==> src/rtl/alu_pkg.sv <==
// alu_pkg: operand/opcode and response types shared by the ALU wrapper, its issuer and benches
package alu_pkg;
    localparam int DATA_W = 4;
    localparam int OP_W   = 3;

    typedef struct packed {
        logic [DATA_W-1:0] a;
        logic [DATA_W-1:0] b;
        logic [OP_W-1:0]   op;
    } alu_cmd_t;

    typedef struct packed {
        logic [DATA_W-1:0] result;
        logic              carry;
    } alu_rsp_t;
endpackage

==> src/rtl/alu_cmd_issuer_if.sv <==
// alu_cmd_issuer_if: command, ALU-wrapper and response signals of the issuer
interface alu_cmd_issuer_if;
    import alu_pkg::*;
    logic              cmd_valid;
    logic              cmd_ready;
    logic [DATA_W-1:0] cmd_a;
    logic [DATA_W-1:0] cmd_b;
    logic [OP_W-1:0]   cmd_op;
    logic [DATA_W-1:0] alu_a;
    logic [DATA_W-1:0] alu_b;
    logic [OP_W-1:0]   alu_op;
    logic [DATA_W-1:0] alu_result;
    logic              alu_carry;
    logic              rsp_valid;
    logic              rsp_ready;
    logic [DATA_W-1:0] rsp_result;
    logic              rsp_carry;

    modport slave (
        input  cmd_valid, cmd_a, cmd_b, cmd_op, alu_result, alu_carry, rsp_ready,
        output cmd_ready, alu_a, alu_b, alu_op, rsp_valid, rsp_result, rsp_carry
    );

    modport master (
        output cmd_valid, cmd_a, cmd_b, cmd_op, alu_result, alu_carry, rsp_ready,
        input  cmd_ready, alu_a, alu_b, alu_op, rsp_valid, rsp_result, rsp_carry
    );
endinterface

==> src/rtl/alu_sync_fifo.sv <==
// alu_sync_fifo: single-clock FIFO, full/empty from extra pointer bit, output reads 0 when empty
module alu_sync_fifo #(
    parameter int W     = 8,
    parameter int DEPTH = 4
) (
    input  logic                     clk,
    input  logic                     rst_n,
    input  logic                     push,
    input  logic [W-1:0]             din,
    input  logic                     pop,
    output logic [W-1:0]             dout,
    output logic                     full,
    output logic                     empty,
    output logic [$clog2(DEPTH):0]   count
);
    localparam int AW = $clog2(DEPTH);

    logic [AW:0]  wr_q, wr_d, rd_q, rd_d;
    logic [W-1:0] mem_q [DEPTH];
    logic [W-1:0] mem_d [DEPTH];
    logic         do_push, do_pop;

    always_comb begin
        full    = (wr_q[AW] != rd_q[AW]) && (wr_q[AW-1:0] == rd_q[AW-1:0]);
        empty   = wr_q == rd_q;
        count   = wr_q - rd_q;
        do_push = push && !full;
        do_pop  = pop && !empty;
        wr_d    = wr_q + {{AW{1'b0}}, do_push};
        rd_d    = rd_q + {{AW{1'b0}}, do_pop};
        mem_d   = mem_q;
        mem_d[wr_q[AW-1:0]] = do_push ? din : mem_q[wr_q[AW-1:0]];
        dout    = empty ? '0 : mem_q[rd_q[AW-1:0]];
    end

    always_ff @(posedge clk or negedge rst_n) begin
        if (!rst_n) begin
            wr_q  <= '0;
            rd_q  <= '0;
            mem_q <= '{default: '0};
        end else begin
            wr_q  <= wr_d;
            rd_q  <= rd_d;
            mem_q <= mem_d;
        end
    end
endmodule

==> src/rtl/alu_cmd_issuer.sv <==
// alu_cmd_issuer: buffers ALU commands, issues one per cycle against response credits,
// and collects results ALU_LAT edges later into an in-order response FIFO.
module alu_cmd_issuer
    import alu_pkg::*;
#(
    parameter int CMD_DEPTH = 4,
    parameter int RSP_DEPTH = 4,
    parameter int ALU_LAT   = 3
) (
    input logic             clk,
    input logic             rst_n,
    alu_cmd_issuer_if.slave bus
);
    localparam int CW = $clog2(RSP_DEPTH + ALU_LAT + 1) + 1;

    alu_cmd_t                   cmd_in, cmd_out, alu_q, alu_d;
    alu_rsp_t                   rsp_in, rsp_out;
    logic                       cmd_full, cmd_empty, cmd_push;
    logic                       rsp_full, rsp_empty, rsp_pop;
    logic                       issue, retire;
    logic [$clog2(CMD_DEPTH):0] cmd_count;
    logic [$clog2(RSP_DEPTH):0] rsp_count;
    logic [CW-1:0]              inflight, credit_used;
    logic [ALU_LAT-1:0]         track_q, track_d;

    assign cmd_in   = '{a: bus.cmd_a, b: bus.cmd_b, op: bus.cmd_op};
    assign rsp_in   = '{result: bus.alu_result, carry: bus.alu_carry};
    assign cmd_push = bus.cmd_valid && !cmd_full;
    assign rsp_pop  = bus.rsp_ready && !rsp_empty;
    assign retire   = track_q[ALU_LAT-1];

    alu_sync_fifo #(.W($bits(alu_cmd_t)), .DEPTH(CMD_DEPTH)) u_cmd_fifo (
        .clk(clk), .rst_n(rst_n), .push(cmd_push), .din(cmd_in), .pop(issue),
        .dout(cmd_out), .full(cmd_full), .empty(cmd_empty), .count(cmd_count)
    );

    alu_sync_fifo #(.W($bits(alu_rsp_t)), .DEPTH(RSP_DEPTH)) u_rsp_fifo (
        .clk(clk), .rst_n(rst_n), .push(retire), .din(rsp_in), .pop(rsp_pop),
        .dout(rsp_out), .full(rsp_full), .empty(rsp_empty), .count(rsp_count)
    );

    // A retiring bit still holds its credit: its result lands in the FIFO at this edge.
    always_comb begin
        inflight = '0;
        for (int i = 0; i < ALU_LAT; i++) inflight = inflight + CW'(track_q[i]);
        credit_used = inflight + CW'(rsp_count) - CW'(rsp_pop);
        issue   = !cmd_empty && (credit_used < CW'(RSP_DEPTH));
        track_d = (track_q << 1) | ALU_LAT'(issue);
        alu_d   = issue ? cmd_out : alu_q;
    end

    always_ff @(posedge clk or negedge rst_n) begin
        if (!rst_n) begin
            track_q <= '0;
            alu_q   <= '0;
        end else begin
            track_q <= track_d;
            alu_q   <= alu_d;
        end
    end

    assign bus.cmd_ready  = !cmd_full;
    assign bus.alu_a      = alu_q.a;
    assign bus.alu_b      = alu_q.b;
    assign bus.alu_op     = alu_q.op;
    assign bus.rsp_valid  = !rsp_empty;
    assign bus.rsp_result = rsp_out.result;
    assign bus.rsp_carry  = rsp_out.carry;

    a_no_rsp_overflow: assert property (@(posedge clk) disable iff (!rst_n) !(retire && rsp_full));
    a_cmd_count_bound: assert property (@(posedge clk) disable iff (!rst_n)
        cmd_count <= ($clog2(CMD_DEPTH) + 1)'(CMD_DEPTH));
endmodule
==> src/flat_wrapper.sv <==
// flat-port wrapper written by rule: the top's interface ports become plain ports
module alu_cmd_issuer_flat import alu_pkg::*;
#(
    parameter int CMD_DEPTH = 4,
    parameter int RSP_DEPTH = 4,
    parameter int ALU_LAT   = 3
)
  (clk, rst_n, bus_cmd_valid, bus_cmd_a, bus_cmd_b, bus_cmd_op, bus_alu_result, bus_alu_carry, bus_rsp_ready, bus_cmd_ready, bus_alu_a, bus_alu_b, bus_alu_op, bus_rsp_valid, bus_rsp_result, bus_rsp_carry);
  alu_cmd_issuer_if bus_i ();
  input logic clk;
  input logic rst_n;
  input wire logic [$bits(bus_i.cmd_valid)-1:0] bus_cmd_valid;
  input wire logic [$bits(bus_i.cmd_a)-1:0] bus_cmd_a;
  input wire logic [$bits(bus_i.cmd_b)-1:0] bus_cmd_b;
  input wire logic [$bits(bus_i.cmd_op)-1:0] bus_cmd_op;
  input wire logic [$bits(bus_i.alu_result)-1:0] bus_alu_result;
  input wire logic [$bits(bus_i.alu_carry)-1:0] bus_alu_carry;
  input wire logic [$bits(bus_i.rsp_ready)-1:0] bus_rsp_ready;
  output wire logic [$bits(bus_i.cmd_ready)-1:0] bus_cmd_ready;
  output wire logic [$bits(bus_i.alu_a)-1:0] bus_alu_a;
  output wire logic [$bits(bus_i.alu_b)-1:0] bus_alu_b;
  output wire logic [$bits(bus_i.alu_op)-1:0] bus_alu_op;
  output wire logic [$bits(bus_i.rsp_valid)-1:0] bus_rsp_valid;
  output wire logic [$bits(bus_i.rsp_result)-1:0] bus_rsp_result;
  output wire logic [$bits(bus_i.rsp_carry)-1:0] bus_rsp_carry;
  assign bus_i.cmd_valid = bus_cmd_valid;
  assign bus_i.cmd_a = bus_cmd_a;
  assign bus_i.cmd_b = bus_cmd_b;
  assign bus_i.cmd_op = bus_cmd_op;
  assign bus_i.alu_result = bus_alu_result;
  assign bus_i.alu_carry = bus_alu_carry;
  assign bus_i.rsp_ready = bus_rsp_ready;
  assign bus_cmd_ready = bus_i.cmd_ready;
  assign bus_alu_a = bus_i.alu_a;
  assign bus_alu_b = bus_i.alu_b;
  assign bus_alu_op = bus_i.alu_op;
  assign bus_rsp_valid = bus_i.rsp_valid;
  assign bus_rsp_result = bus_i.rsp_result;
  assign bus_rsp_carry = bus_i.rsp_carry;
  alu_cmd_issuer #(.CMD_DEPTH(CMD_DEPTH), .RSP_DEPTH(RSP_DEPTH), .ALU_LAT(ALU_LAT)) u_core (.clk(clk), .rst_n(rst_n), .bus(bus_i));
endmodule
==> config.mk <==
export PLATFORM = sky130hd
export DESIGN_NAME = alu_cmd_issuer_flat
export DESIGN_NICKNAME = d
export VERILOG_FILES = /design/src/rtl/alu_pkg.sv /design/src/rtl/alu_cmd_issuer_if.sv /design/src/rtl/alu_sync_fifo.sv /design/src/rtl/alu_cmd_issuer.sv /design/src/flat_wrapper.sv
export SDC_FILE = /design/constraint.sdc
export NUM_CORES = 1
export LEC_CHECK = 0
export ABC_AREA = 1
export ABC_CLOCK_PERIOD_IN_PS = 3760
export CAP_MARGIN = 0
export CORE_MARGIN = 2
export CORE_UTILIZATION = 59
export CTS_BUF_LIST = sky130_fd_sc_hd__clkbuf_8 sky130_fd_sc_hd__clkbuf_16
export DETAILED_ROUTE_END_ITERATION = 10
export PLACE_DENSITY = 0.8
export SYNTH_ARGS = -nofsm -noshare
export SYNTH_HDL_FRONTEND = slang
export SYNTH_SLANG_ARGS = --single-unit
==> constraint.sdc <==
create_clock -name clk -period 3.76 [get_ports clk]
set_clock_uncertainty 0.1 [all_clocks]
set_input_delay 0.752 -clock clk [delete_from_list [all_inputs] [get_ports clk]]
set_output_delay 0.752 -clock clk [all_outputs]
set_load 0.01 [all_outputs]
Word-level counts from Yosys, hierarchy flattened
Index checks and enable logic that the tools add are counted.
- add/sub/neg operators: 9
- $lt $le $gt $ge: 7
- eq/ne operators: 6
- multiplexer cells: 22
- bitwise logic cells: 5
- reduce and logical (&&, ||, !) cells: 15
- operator list (cell ; number):
    $mux 11 ; 7
    $bmux 11 s2 ; 2
    $bwmux 44 ; 1
    $mux 5 ; 7
    $demux 11 s2 ; 1
    $bmux 5 s2 ; 2
    $bwmux 20 ; 1
    $add 3x1->3 ; 4
    $ge 3x3->1 const B ; 4
    $not 2->3 ; 4
    $logic_and 1x1->1 ; 11
    $demux 5 s2 ; 1
    $eq 3x3->1 ; 2
    $lt 3x1->1 const B ; 2
    $add 4x1->4 ; 1
    $add 4x3->4 ; 1
    $eq 2x2->1 ; 2
    $logic_not 1->1 ; 4
    $lt 4x3->1 const B ; 1
    $sub 4x1->4 ; 1
    $or 3x1->3 ; 1
    $sub 3x3->3 ; 1
    $add 1x1->2 ; 1
    $ne 1x1->1 ; 2
- flip-flop bits (word level): 90
- input bits: 20

Longest topological paths before layout
Gate-level depths: netlist (run 1).
- depth in word-level cells: 8
- depth in mapped cells: 22
- gate-level depth less buffers: 21

Hierarchy
A second synthesis (run 1) with hierarchy kept.
- cell total of the unflattened synthesis: 737
- area, all modules: 5440.2 um^2
- modules (own cells, without submodules) (module ; instances ; cells an instance ; area each (um^2) ; seq. area each (um^2)):
    alu_sync_fifo (u_core.u_cmd_fifo) ; 1 ; 434 ; 3135.5 ; 1251.2
    alu_sync_fifo (u_core.u_rsp_fifo) ; 1 ; 213 ; 1565.3 ; 650.6
    alu_cmd_issuer ; 1 ; 90 ; 739.5 ; 350.3

Worst setup path after synthesis (run 1)
Ideal clock, no wire load.
- path kind: flip-flop to flip-flop
- start point: register u_core.u_rsp_fifo.rd_q[1]
- end point: register u_core.u_cmd_fifo.rd_q[2]
- data arrival time: 2.931 ns
- setup slack: 0.602 ns
- stages on the path, launching flop included: 22
- clock period less this slack: 3.158 ns
- path through: dfrtp_1 inv_1 ha_1 nand3_1 inv_1 nor2_1 ha_1 inv_1 ha_1 nand2_1 nand2_1 nand2_1 nand2_1 inv_1 nand2_1 nand2_1 nand2_2 buf_6 inv_1 ha_1 ha_1 xor2_1
- cells in the longest elaborated chain, start to end: 8
- RTL lines (element ; line ; RTL):
    start, declared ; alu_sync_fifo.sv:18 ; logic [AW:0] wr_q, wr_d, rd_q, rd_d;
    start signal, assigned ; alu_sync_fifo.sv:43 ; rd_q <= rd_d;
    $eq 3x3->1 ; alu_sync_fifo.sv:25 ; empty = wr_q == rd_q;
    $logic_not 1->1 ; n/a ;
    net bus_rsp_valid ; flat_wrapper.sv:23 ; output wire logic [$bits(bus_i.rsp_valid)-1:0] bus_rsp_valid;
    $logic_and 1x1->1 ; alu_cmd_issuer.sv:29 ; assign rsp_pop = bus.rsp_ready && !rsp_empty;
    $sub 4x1->4 ; alu_cmd_issuer.sv:46 ; credit_used = inflight + CW'(rsp_count) - CW'(rsp_pop);
    $lt 4x3->1 ; alu_cmd_issuer.sv:47 ; issue = !cmd_empty && (credit_used < CW'(RSP_DEPTH));
    $logic_and 1x1->1 ; alu_cmd_issuer.sv:47 ;
    $logic_and 1x1->1 ; alu_sync_fifo.sv:28 ; do_pop = pop && !empty;
    $add 3x1->3 ; alu_sync_fifo.sv:30 ; rd_d = rd_q + {{AW{1'b0}}, do_pop};
    net u_core.u_cmd_fifo.rd_d[2] ; alu_sync_fifo.sv:18 ;
    end signal, assigned ; alu_sync_fifo.sv:43 ;
    end, declared ; alu_sync_fifo.sv:18 ;
The timed path passes the listed nets, and every way through them passes these cells.
A chain may end at the register's enable or synchronous reset.

Worst setup path in the final report (run 1)
- start point: register u_core.u_rsp_fifo.rd_q[1]
- end point: register u_core.u_cmd_fifo.rd_q[2]
- cells in the longest elaborated chain, start to end: 8
- RTL lines (element ; line):
    branches (longest 3 deep; another with $add 4x3->4) ; n/a
    $sub 4x1->4 * ; alu_cmd_issuer.sv:46
    $lt 4x3->1 * ; alu_cmd_issuer.sv:47
    $logic_and 1x1->1 * ; alu_cmd_issuer.sv:47
    $logic_and 1x1->1 * ; alu_sync_fifo.sv:28
    $add 3x1->3 * ; alu_sync_fifo.sv:30
    net u_core.u_cmd_fifo.rd_d[2] ; alu_sync_fifo.sv:18
Mark *: on every way through the listed nets, which the timed path passes.

==> impl_metrics.tcl, run 1 <==
set metrics [dict create \
    drive_gt1_frac 0.0576 \
    drc_errors 0 \
    syn_to_final_growth_pct 12.6 \
    multiInputGateArea_um2 2350 \
    timing.fmax_mhz 294 \
    cts-root-buf "sky130_fd_sc_hd__clkbuf_8" \
    tns_ns 0 \
    routed_wl_um 12400 \
    synth.ff_latch_count 90 \
    postLayoutCellArea_um2 5790 \
    numClockSinks 90 \
    postPlaceCellArea_um2 5600 \
    routed-via-count 4694 \
    post_cts_setup_repair_buffer_count 0 \
    area.sequential_um2 2250 \
    finalHoldWorstSlack_ns 0.295 \
    synth_top_cells_by_area "sky130_fd_sc_hd__dfrtp_1, sky130_fd_sc_hd__nand2_1, sky130_fd_sc_hd__nand3_1" \
    hold_viol 0 \
    cts-hold-fix-buffers 0 \
    number_of_resized_instances_in_the_post_cts_repair_step 0 \
    worstPathBufferInverterCount 4 \
    fin_nets 796 \
    critical_path_class "reg2reg" \
    synthesis.nets 764 \
    rsz_0062_raised_after_global_routing "false" \
    worst-r2r-setup-slack_ns 0.36 \
    syn_area_per_cell_um2 7.08 \
    clock_tree_from_tritoncts "yes" \
    synth.yosys.seq_area_share 0.438 \
    cpLargestDelayFamily "simple AND/OR/NAND/NOR gates" \
    cts_made_buffers 9 \
    die_x_um 97.4 \
    path_clk_slew_ns 0.09 \
    max-cap-violations 0 \
    crit_required_ns 3.94 \
    io_buffer_count 37 \
    max_slew_margin 0.418 \
    period_needed_ns 3.40 \
    critical_path.startpoint_type "flip-flop" \
    first_global_vias 4686 \
    cpMaxStageDelayCell "sky130_fd_sc_hd__dfrtp_1" \
    place_worst_setup_slack_ns 0.325 \
    tightestPinTransition_ns 0.871 \
    number_of_routed_nets_with_antenna_violations 0 \
    max_slew_vio_count 0 \
    globalplace.congestion 0.823 \
    setup-violations-final 0 \
    total_die_area_um2 9490 \
    critical_path.cell_chain "inv_1, ha_1, nand3_1, inv_1, nor2_1, ha_1, inv_1, ha_1, or2_2, a21oi_1, nor2_1, nor2_2, nand2_2, inv_1, ha_1, ha_1, xor2_1" \
    period_share 0.903 \
    cts_max_level 3 \
    num_rows 34 \
    ys.warnings.count 0 \
    drtPass1Iterations 5 \
    cp-end-kind "flip-flop" \
    antenna-diode-count 0 \
    layout_common_cells "sky130_fd_sc_hd__nand2_1, sky130_fd_sc_hd__inv_1, sky130_fd_sc_hd__nand3_1" \
    synthDominantCellAreaShare 0.438 \
    grt_pass1_wl_um 21300 \
    cpPeakStageDelay_ns 0.48 \
    outcome "completed" \
    num-fill-cells 755 \
    mostFrequentLayoutCell "sky130_fd_sc_hd__nand2_1" \
    core_area_um2 8590 \
    post_synth_instance_area_um2 5150 \
    worst-endpoint-arrival_ns 3.58 \
    pin_count 38 \
    routedWlPerCell_um 14.2 \
    post_synth_num_cell_types 22 \
    library_cell_occupying_the_most_area_in_the_post_synthesis_netlist "sky130_fd_sc_hd__dfrtp_1" \
    post_synth_inst_count 727 \
    half_perimeter_wire_length_after_placement_um 8440 \
    drt_iter0_markers 257 \
    clock_latency_ns 0.35 \
    post_drt_via_cell_ratio 5.38 \
    gr_usage_total 0.275 \
    die_h_um 97.4 \
    globalRoute.totalOverflow 0 \
    worst_hold_path_type "reg2reg" \
    post-route-worst-setup-slack_ns 0.363 \
    start_util 0.599 \
    grt_start_max_net_pins 51 \
    path_common_cell "sky130_fd_sc_hd__ha_1" \
    antenna_violations_before_repair 0 \
    cts-root-to-sink-buffers 2 \
    crit_fanout 12 \
]
[per-stage QoR]
| stage | std cells | util |
|---|---|---|
| 2_1_floorplan | 727 | - |
| 3_3_place_gp | 856 | 0.652 |
| 3_5_place_dp | 856 | 0.652 |
| 4_1_cts | 872 | 0.674 |
| 5_1_grt | 872 | 0.674 |
| 6_report | 872 | 0.674 |
[path summary, 6_finish.rpt]
check                                                     from                             endpoint  depth (start not counted)
min                                u_core.track_q[1]$_DFF_PN0_          u_core.track_q[2]$_DFF_PN0_                          0
max in group asynchronous                                rst_n  u_core.u_rsp_fifo.wr_q[0]$_DFF_PN0_                          2
max                        u_core.u_rsp_fifo.rd_q[1]$_DFF_PN0_  u_core.u_cmd_fifo.rd_q[2]$_DFF_PN0_                         17
min in group asynchronous                                rst_n  u_core.u_rsp_fifo.wr_q[2]$_DFF_PN0_                          1
max reg2reg                u_core.u_rsp_fifo.rd_q[1]$_DFF_PN0_  u_core.u_cmd_fifo.rd_q[2]$_DFF_PN0_                         17
min reg2reg                        u_core.track_q[1]$_DFF_PN0_          u_core.track_q[2]$_DFF_PN0_                          0
[cells in the mapped netlist]
cell and n:
sky130_fd_sc_hd__nand2_1 250, sky130_fd_sc_hd__inv_1 106, sky130_fd_sc_hd__nand3_1 100, sky130_fd_sc_hd__dfrtp_1 90, sky130_fd_sc_hd__o21ai_0 54, sky130_fd_sc_hd__nor2_1 32
sky130_fd_sc_hd__a21oi_1 16, sky130_fd_sc_hd__ha_1 16, sky130_fd_sc_hd__clkbuf_1 14, sky130_fd_sc_hd__nand2_2 12, sky130_fd_sc_hd__o22ai_1 10, sky130_fd_sc_hd__buf_2 8
sky130_fd_sc_hd__xor2_1 5, sky130_fd_sc_hd__buf_1 2, sky130_fd_sc_hd__buf_4 2, sky130_fd_sc_hd__buf_6 2, sky130_fd_sc_hd__clkinv_1 2, sky130_fd_sc_hd__xnor2_1 2
sky130_fd_sc_hd__fa_1 1, sky130_fd_sc_hd__nand3_2 1, sky130_fd_sc_hd__nor2_2 1, sky130_fd_sc_hd__or2_2 1
[worst register-to-register path, delay by kind of cell, from the launching register on]
| kind | cells | cell delay [ns] |
|---|---|---|
| flops | 1 | 0.48 |
| compound gates | 1 | 0.12 |
| buf+inv | 4 | 0.42 |
| simple gates | 6 | 1.05 |
| fa+ha+maj | 5 | 1.00 |
| xor+xnor | 1 | 0.14 |
[kinds of logic after synthesis]
group	after synthesis	synth area share
AOI/OAI and AO/OA	80	0.0802
xor gates and xnor gates	7	0.0119
adders and majority gates	17	0.0428
buffers and inverters	136	0.106
DFF	90	0.438
and+or+nand+nor	397	0.322
[registers in the layout (all words and copies together), names as in the netlist]
signal and cells:
u_core.bus.alu_b 4, u_core.u_rsp_fifo.wr_q 3, u_core.bus.alu_op 3, u_core.track_q 3, u_core.bus.alu_a 4, u_core.u_cmd_fifo.rd_q 3
u_core.u_cmd_fifo.wr_q 3, u_core.u_rsp_fifo.mem_q 20, u_core.u_cmd_fifo.mem_q 44, u_core.u_rsp_fifo.rd_q 3
[layer usage]
layer	vias to the layer above	global-route usage	wire length (um)
met4	0	0.108	204
met5	-	0	0
met3	19	0.0324	732
met2	157	0.478	6150
li1	2336	-	-
met1	2182	0.352	5290
[area by class of cell]
| class | instances | share of cell area |
|---|---|---|
| timing repair buffer | 49 | 0.0790 |
| clock buffer | 9 | 0.0214 |
| inverter | 108 | 0.0700 |
| clock inverter | 7 | 0.0119 |
| multi-input combinational | 501 | 0.406 |
| tap | 108 | 0.0233 |
| sequential | 90 | 0.389 |
Power of run 1 is not shown: default switching activity piles up to over one toggle a cycle in this logic, so the estimate is an artifact.
==> run 2, diff against run 1 <==
Settings changed: GPL_ROUTABILITY_DRIVEN set to 0.
==> results of run 2 <==
No change in the layout: final DEF, timing and power equal those of run 1.
Power of run 2 is left out for the same reason.
